===== src/rtl/muldiv_unit.sv =====
// muldiv_unit
// Iterative RV32M multiply/divide unit that sits beside the execute-stage ALU.
// One operation is accepted through a valid/ready handshake. It is computed
// over exactly 32 cycles, using shift-add for multiplies and restoring division
// for divides. The 32-bit result is then held until the consumer takes it.
//
// Ports:
//   clk        rising-edge clock
//   rst        asynchronous active-high reset
//   in_valid   operation presented on opA/opB/func
//   in_ready   unit can accept (IDLE only)
//   opA, opB   rs1 / rs2 operands
//   func       funct3 selecting MUL..REMU
//   out_valid  result valid (DONE)
//   out_ready  consumer takes result
//   out        result, held from fix-up until the next fix-up
//   busy       high while in CALC or DONE
module muldiv_unit #(
  parameter int XLEN = 32
) (
  input  logic            clk,
  input  logic            rst,
  input  logic            in_valid,
  output logic            in_ready,
  input  logic [XLEN-1:0] opA,
  input  logic [XLEN-1:0] opB,
  input  logic [2:0]      func,
  output logic            out_valid,
  input  logic            out_ready,
  output logic [XLEN-1:0] out,
  output logic            busy
);

  typedef enum logic [1:0] {
    IDLE = 2'd0,
    CALC = 2'd1,
    DONE = 2'd2
  } state_t;

  localparam logic [2:0] F_MUL    = 3'b000;
  localparam logic [2:0] F_MULH   = 3'b001;
  localparam logic [2:0] F_MULHSU = 3'b010;
  localparam logic [2:0] F_MULHU  = 3'b011;
  localparam logic [2:0] F_DIV    = 3'b100;
  localparam logic [2:0] F_DIVU   = 3'b101;
  localparam logic [2:0] F_REM    = 3'b110;
  localparam logic [2:0] F_REMU   = 3'b111;

  state_t            state, state_next;
  logic [4:0]        cnt;
  logic [2:0]        func_q;
  logic              sign_a, sign_b;
  logic              b_zero, div_ovf;
  logic [XLEN-1:0]   a_orig;
  logic [XLEN-1:0]   b_mag;
  // hi is the upper product half (multiply) or the partial remainder (divide);
  // q is the multiplier shifting out (multiply) or dividend/quotient (divide).
  logic [XLEN-1:0]   hi, q;

  logic              a_signed, b_signed;
  logic [XLEN-1:0]   a_mag_in, b_mag_in;
  logic [XLEN:0]     mul_sum;
  logic              div_ge;
  logic [XLEN-1:0]   div_diff;
  logic [XLEN-1:0]   step_hi, step_q;
  logic [2*XLEN-1:0] prod, prod_fix;
  logic [XLEN-1:0]   quot_fix, rem_fix;
  logic [XLEN-1:0]   result;

  assign in_ready  = (state == IDLE);
  assign out_valid = (state == DONE);
  assign busy      = (state != IDLE);

  // State register.
  always_ff @(posedge clk or posedge rst) begin
    if (rst) state <= IDLE;
    else     state <= state_next;
  end

  // Next-state logic: accept in IDLE, leave CALC after count 31, release on out_ready.
  always_comb begin
    state_next = state;
    case (state)
      IDLE:    if (in_valid) state_next = CALC;
      CALC:    if (cnt == 5'd31) state_next = DONE;
      DONE:    if (out_ready) state_next = IDLE;
      default: state_next = IDLE;
    endcase
  end

  // Operand conditioning at capture. Signed operands become magnitudes and
  // their signs are recorded for the fix-up stage.
  always_comb begin
    a_signed = (func == F_MULH) || (func == F_MULHSU) || (func == F_DIV) || (func == F_REM);
    b_signed = (func == F_MULH) || (func == F_DIV) || (func == F_REM);
    a_mag_in = (a_signed && opA[XLEN-1]) ? (~opA + 1'b1) : opA;
    b_mag_in = (b_signed && opB[XLEN-1]) ? (~opB + 1'b1) : opB;
  end

  // One iteration step. A multiply adds b to hi when the current multiplier bit
  // is set, then shifts {hi,q} right. A divide shifts the next dividend bit into
  // the remainder and subtracts b when it fits. The true difference is always
  // below b, so a 32-bit wrapped subtraction gives the exact remainder.
  always_comb begin
    mul_sum  = {1'b0, hi} + (q[0] ? {1'b0, b_mag} : '0);
    div_ge   = ({hi, q[XLEN-1]} >= {1'b0, b_mag});
    div_diff = {hi[XLEN-2:0], q[XLEN-1]} - b_mag;
    step_hi  = hi;
    step_q   = q;
    if (!func_q[2]) begin
      step_hi = mul_sum[XLEN:1];
      step_q  = {mul_sum[0], q[XLEN-1:1]};
    end else if (div_ge) begin
      step_hi = div_diff;
      step_q  = {q[XLEN-2:0], 1'b1};
    end else begin
      step_hi = {hi[XLEN-2:0], q[XLEN-1]};
      step_q  = {q[XLEN-2:0], 1'b0};
    end
  end

  // Sign fix-up and special cases, applied to the result of the final step.
  always_comb begin
    prod     = {step_hi, step_q};
    prod_fix = (sign_a ^ sign_b) ? (~prod + 1'b1) : prod;
    quot_fix = (sign_a ^ sign_b) ? (~step_q + 1'b1) : step_q;
    rem_fix  = sign_a ? (~step_hi + 1'b1) : step_hi;
    result   = '0;
    case (func_q)
      F_MUL:                     result = prod_fix[XLEN-1:0];
      F_MULH, F_MULHSU, F_MULHU: result = prod_fix[2*XLEN-1:XLEN];
      F_DIV:  result = b_zero ? '1 : (div_ovf ? {1'b1, {(XLEN-1){1'b0}}} : quot_fix);
      F_DIVU: result = b_zero ? '1 : step_q;
      F_REM:  result = b_zero ? a_orig : (div_ovf ? '0 : rem_fix);
      F_REMU: result = b_zero ? a_orig : step_hi;
      default: result = '0;
    endcase
  end

  // Datapath registers. Operands are captured on accept, iterated in CALC,
  // and out is loaded on the last CALC edge and then held.
  always_ff @(posedge clk or posedge rst) begin
    if (rst) begin
      cnt     <= '0;
      func_q  <= '0;
      sign_a  <= 1'b0;
      sign_b  <= 1'b0;
      b_zero  <= 1'b0;
      div_ovf <= 1'b0;
      a_orig  <= '0;
      b_mag   <= '0;
      hi      <= '0;
      q       <= '0;
      out     <= '0;
    end else begin
      case (state)
        IDLE: begin
          if (in_valid) begin
            cnt     <= '0;
            func_q  <= func;
            sign_a  <= a_signed && opA[XLEN-1];
            sign_b  <= b_signed && opB[XLEN-1];
            b_zero  <= (opB == '0);
            div_ovf <= (opA == {1'b1, {(XLEN-1){1'b0}}}) && (opB == '1);
            a_orig  <= opA;
            b_mag   <= b_mag_in;
            hi      <= '0;
            q       <= a_mag_in;
          end
        end
        CALC: begin
          hi  <= step_hi;
          q   <= step_q;
          cnt <= cnt + 5'd1;
          if (cnt == 5'd31) out <= result;
        end
        default: ;
      endcase
    end
  end

endmodule


===== config.mk =====
export PLATFORM = sky130hd
export DESIGN_NAME = muldiv_unit
export DESIGN_NICKNAME = d
export VERILOG_FILES = /design/src/rtl/muldiv_unit.sv
export SDC_FILE = /design/constraint.sdc
export NUM_CORES = 1
export LEC_CHECK = 0
export ABC_CLOCK_PERIOD_IN_PS = 5800
export CORE_UTILIZATION = 30
export DETAILED_ROUTE_END_ITERATION = 6
export PLACE_DENSITY = 0.5
export SLEW_MARGIN = 20
export SYNTH_ARGS = -nofsm -noshare
export SYNTH_HDL_FRONTEND = slang
export SYNTH_SLANG_ARGS = --single-unit

===== constraint.sdc =====
create_clock -name clk -period 5.8 [get_ports clk]
set_input_delay 1.16 -clock clk [delete_from_list [all_inputs] [get_ports clk]]
set_output_delay 1.16 -clock clk [all_outputs]
set_load 0.005 [all_outputs]

==> metrics, run 1 <==
max frequency=0.184 GHz; clock skew=0.0141 ns; FF+latch count, synth=roughly 170; Final Instance Area=20,600 sq um; Distinct cells, synth=94; period utilization=between 90% and 100%; Worst slew margin=24.0%; # fillers=about 6,300; Die Area=between 60,000 and 70,000 sq um; share of layout cells above drive strength 1=7.44%; Root Driver=clkbuf_16; Final TNS setup=0 ns; wire per inst=roughly 27 microns; Hold Path Class=flop to flop; die height=245 microns; Syn Nets=around 2,600; slack of the critical path=~0.36 ns; commonest non-fill, non-tap cell in the layout=nand2_1; Worst EP arrival=just under 6 ns; Critical Path RT=between 6 and 7 ns; Remaining DRCs=0; final WL=around 86,000 microns; synth warn=0; hold buffer count at cts=0; nets=between 2,000 and 3,000; placed wire-length estimate=66,900 microns; GR Overflow Total=0; Post-Synthesis Cell Area=around 18,000 sq um; Via-to-Cell Ratio=a little over 6; max_cap viols=0; crit path kind=flop to flop; ANT cells=0; Initial DRT Pass Iterations=6; unrepaired setup endpoints after global routing=false; # H-tree levels=4; final hold vios=0; PortBufs=roughly 110; crit path max fanout=12; initial antenna violation count=4; P&R area growth vs syn=15.8%; post-synthesis async set-or-reset flop share=between 90% and 100%; first-pass GRT wire length=roughly 130,000 microns; number of synthesized flops with an enable pin=0; Num CTS Buffers=17; IO Pins=approximately 110; Clock Path Buffers=2; Die Width=about 250 microns; syn avg cell area=around 7.4 sq um; Placed Area=roughly 20,000 sq um; Clock Pin Slew Worst Setup and Hold Paths=around 0.08 ns; Worst setup EP type=flop; largest net degree at the start of global routing=between 100 and 150; sequential cell area fraction in the yosys report=24.5%; count of pins over their slew limit=0; # clock sinks=around 170; Placer Congestion=0.972; CTS tree=yes; count of final setup violators=0; status=completed; routed via count=20,000; total track usage=28.8%; post-route ant nets=0; Mapped Cells=2,413; Slew @ Worst Pin=between 1 and 1.5 ns; Starting DRT DRC Count=between 2,000 and 2,500; row cnt=88; Starting Density=between 30% and 40%; Critical Path Start Type=flop; clk_lat worst skew=around 0.51 ns; most frequent cells in the layout=nand2_1, o21ai_0, a21oi_1; DP Worst Slack=roughly 0.5 ns; vias in the first global route=roughly 19,000; Layout Utilization=between 30% and 40%; dominant synthesized flop cell=dfrtp_1; Core Area=~58,000 sq um; Period minus WS final=~5.4 ns
## timing repair
| item | in CTS | in global routing |
|---|---|---|
| setup endpoints to repair | 0 | 1 |
| endpoints found under the hold margin | 0 | 0 |
| buffers inserted | 0 | 0 |
| gates resized for setup | 0 | 1 |
## cells in the mapped netlist (47+ instances only)
library cell    n  area, sq um
and2_1         49          307
nand2_1       353         1330
o21ai_0       224         1120
inv_1          75          282
ha_1           71          888
nand3_1        78          390
xor2_1         62          543
xnor2_1        94          823
a21oi_1       174          871
o221ai_1       48          420
dfrtp_1       174         4350
mux2i_1        47          470
nor3_1         70          350
clkbuf_1      129          484
nor2_1        166          623
## per-layer routing
layer / vias up / share of wire [%] / track usage, %
met1: 9761 / 46 / 41.8
met5: - / 0.047 / 0
met3: 155 / 8.6 / 5.72
met4: 2 / 3.5 / 10.8
met2: 1002 / 42 / 41.4
li1: 9031 / - / -
## worst paths after layout
| check | startpoint | end | slack [ns] | cells past startpoint |
|---|---|---|---|---|
| worst min register to register | out[20] | out[20] | 0.47 | 2 |
| worst max register to register | hi[19] | out[26] | 0.36 | 19 |
| min in group asynchronous | rst | b_mag[4] | 1.21 | 3 |
| worst min-delay path | out[20] | out[20] | 0.47 | 2 |
| max in group asynchronous | rst | hi[28] | 3.90 | 3 |
| worst max-delay path | hi[19] | out[26] | 0.36 | 19 |
## registers in the layout (all words and copies together) (netlist names)
| signal | cells |
|---|---|
| div_ovf | 1 |
| func_q | 3 |
| cnt | 5 |
| sign_b | 1 |
| a_orig | 32 |
| out | 32 |
| b_zero | 1 |
| state | 2 |
| q | 32 |
| b_mag | 32 |
| sign_a | 1 |
| hi | 32 |
## critical path, cell delays in order (launching register included)
cell and delay (ns):
dfrtp_1 0.44, ha_1 0.45, a21o_1 0.26, o21bai_1 0.21, a32o_1 0.29, o21ai_1 0.28
a41o_1 0.35, ha_1 0.25, nor3b_1 0.28, o221ai_1 0.24, nor4_1 0.41, and2_1 0.26
nor2_1 0.07, xnor2_1 0.21, a211o_1 0.32, a221oi_1 0.33, o21ai_0 0.15, a221o_1 0.27
o21ai_0 0.16, o21ai_0 0.10
## kinds of logic (layout without fill, tap and decap cells)
family	Yosys count	after routing	synth area share (%)
buffers and inverters	244	318	5.41
XOR/XNOR	157	157	7.78
multiplexers	52	52	2.96
AO/OA/AOI/OAI	789	789	29.2
flip-flops	174	174	24.5
AND/OR/NAND/NOR	924	924	24.9
adder cells (fa/ha/maj)	73	73	5.22
## per-stage QoR
stage | std cells | hold slack [ns]
after floorplan | 2413 | 0.445
after global routing | 3252 | 0.512
after detailed placement | 3220 | 0.464
after CTS | 3252 | 0.481
after global placement | 3220 | 0.457
final | 3252 | 0.471
## area by class of cell
cell class	count	area, sq um	area share (%)
clock inverters	13	178	0.864
multi-input cells	1995	12500	60.7
well taps	765	957	4.65
clock buffers	19	433	2.10
inverters	77	293	1.42
flip-flops and latches	174	4360	21.2
repair buffers	209	1860	9.02
Power of run 1 is not shown: default switching activity piles up to over one toggle a cycle in this logic, so the estimate is an artifact.
==> inputs of run 2 (changes only) <==
- SLEW_MARGIN: 20 -> not set
==> metrics, run 2 (synthesis results as in run 1) <==
status=finished with violations (was completed); failing checks=DRC; final WL=86,400 microns (about the same); max_cap viols=0 (unchanged); PortBufs=105 (unchanged); largest net degree at the start of global routing=122 (unchanged); Starting Density=30.6% (unchanged); Root Driver=clkbuf_16 (unchanged); cell family with most CP delay=compound AO/OA/AOI/OAI gates (unchanged); Via-to-Cell Ratio=6.12 (was 6.13); nets=2,618 (unchanged); Final TNS setup=0 ns (unchanged); CTS tree=yes (unchanged); R2R Path End=out[28] (was out[26]); Starting DRT DRC Count=2,242 (was 2,246); most frequent cells in the layout=nand2_1, o21ai_0, a21oi_1 (unchanged); crit path kind=flop to flop (unchanged); max frequency=0.184 GHz (about the same); Clock Path Buffers=2 (unchanged); IO Pins=106 (unchanged); Critical Path Start Type=flop (unchanged); Critical Path RT=6.16 ns (was 6.19 ns); # fillers=6,298 (was 6,302); Worst EP arrival=5.81 ns (was 5.83 ns); Slew @ Worst Pin=1.29 ns (was 1.14 ns); ANT cells=0 (unchanged); Placer Congestion=0.972 (unchanged); post-route ant nets=0 (unchanged); # H-tree levels=4 (unchanged); CTS resizes=0 (unchanged); Initial DRT Pass Iterations=7 (was 6); crit path max fanout=6 (was 12); wire per inst=26.6 microns (about the same); Max stage delay on crit path=0.75 ns (was 0.45 ns); row cnt=88 (unchanged); count of pins over their slew limit=0 (unchanged); P&R area growth vs syn=15.7% (was 15.8%); period utilization=93.9% (was 93.8%); Die Area=60,200 sq um (unchanged); Core Area=58,100 sq um (unchanged); reg-to-reg slack, setup=0.36 ns (about the same); cell count along the critical path=14 (was 19); count of final setup violators=0 (unchanged); post-CTS setup buffer count=0 (unchanged); commonest non-fill, non-tap cell in the layout=nand2_1 (unchanged); Remaining DRCs=2 (was 0); total track usage=28.8% (unchanged); share of layout cells above drive strength 1=7.40% (was 7.44%); clock skew=0.0141 ns (about the same); unrepaired setup endpoints after global routing=false (unchanged); multi-input logic area=12,500 sq um (about the same); worst r2r src=hi[1] (was hi[19]); Hold Path Class=flop to flop (unchanged); Die Width=245 microns (unchanged); clk_lat worst skew=0.51 ns (about the same); routed via count=19,900 (was 20,000); FF/Latch Area=4360 sq um (unchanged); placed wire-length estimate=66,900 microns (unchanged); Clock Pin Slew Worst Setup and Hold Paths=0.07 ns (was 0.08 ns); GR Overflow Total=0 (unchanged); first-pass GRT wire length=129,000 microns (unchanged); final hold vios=0 (unchanged); vias in the first global route=18,900 (unchanged); hold buffer count at cts=0 (unchanged); Worst slew margin=13.8% (was 24.0%); reg2reg path depth=14 (was 19); worst-path cell with the longest stage delay=or4_4 (was ha_1); Worst Setup SP=hi[1] (was hi[19]); Num CTS Buffers=17 (unchanged); die height=245 microns (unchanged); CP endpoint=out[28] (was out[26]); initial antenna violation count=4 (unchanged); Worst setup EP type=flop (unchanged); # clock sinks=174 (unchanged); Period minus WS final=5.44 ns (about the same); CP Cell Sequence=ha_1, nand3_1, a21oi_1, o2111a_1, o31a_1, nor4_2, buf_4, a221oi_1, and4b_1, nand4_1, or4_4, a2111o_1, a211oi_1, o221ai_1 (was ha_1, a21o_1, o21bai_1, a32o_1, o21ai_1, a41o_1, ha_1, nor3b_1, o221ai_1, nor4_1, and2_1, nor2_1, xnor2_1, a211o_1, a221oi_1, o21ai_0, a221o_1, o21ai_0, o21ai_0); worst path bufs/invs=1 (was 0)
[run 2: cell counts in the layout (fill, tap and decap cells not counted)]
No cell type changed its count.
[run 2: layer usage]
layer | global-route usage (%) | up-vias | wire length [microns]
met5 | 0 | - | 13
met4 | 10.8 | 2 | 2860
met3 | 5.72 | 139 | 7210
met2 | 41.4 | 985 | 36300
met1 | 41.8 | 9758 | 40000
li1 | - | 9030 | -
[run 2: cell type report]
type / instances / share of cell area, %
Timing Repair Buffer: 209 / 9.03
Sequential cell: 174 / 21.2
Tap cell: 765 / 4.65
Clock inverter: 13 / 0.864
Multi-Input combinational cell: 1995 / 60.7
Clock buffer: 19 / 2.10
Inverter: 77 / 1.42
[run 2: worst min-delay path by stage]
stage / depth (start not counted) / slack (ns) / endpoint / from
4_1_cts: 2 / 0.48 / out[20] / out[20]
3_3_place_gp: 2 / 0.46 / out[20] / out[20]
6_report: 2 / 0.47 / out[20] / out[20]
5_1_grt: 2 / 0.51 / a_orig[15] / a_orig[15]
2_1_floorplan: 2 / 0.44 / a_orig[15] / a_orig[15]
3_5_place_dp: 2 / 0.46 / out[20] / out[20]
[run 2: worst reg2reg max path: cells and delay by family (launching register included)]
kind | cells | cell delay [ns]
fa+ha+maj | 1 | 0.43
buf+inv | 1 | 0.20
simple gates | 5 | 1.89
compound gates | 7 | 2.39
flops | 1 | 0.42
[run 2: per-stage QoR]
step | cells | util [%] | setup WS, ns | hold WS, ns | instance area (sq um)
after global placement | 3220 | 34.3 | 0.509 | 0.457 | 20000
after detailed placement | 3220 | 34.3 | 0.501 | 0.464 | 20000
final | 3252 | 35.4 | 0.356 | 0.470 | 20600
after CTS | 3252 | 35.4 | 0.464 | 0.481 | 20600
after floorplan | 2413 | - | 0.699 | 0.445 | 17800
after global routing | 3252 | 35.4 | 0.00659 | 0.512 | 20600
Power of run 2 is left out for the same reason.
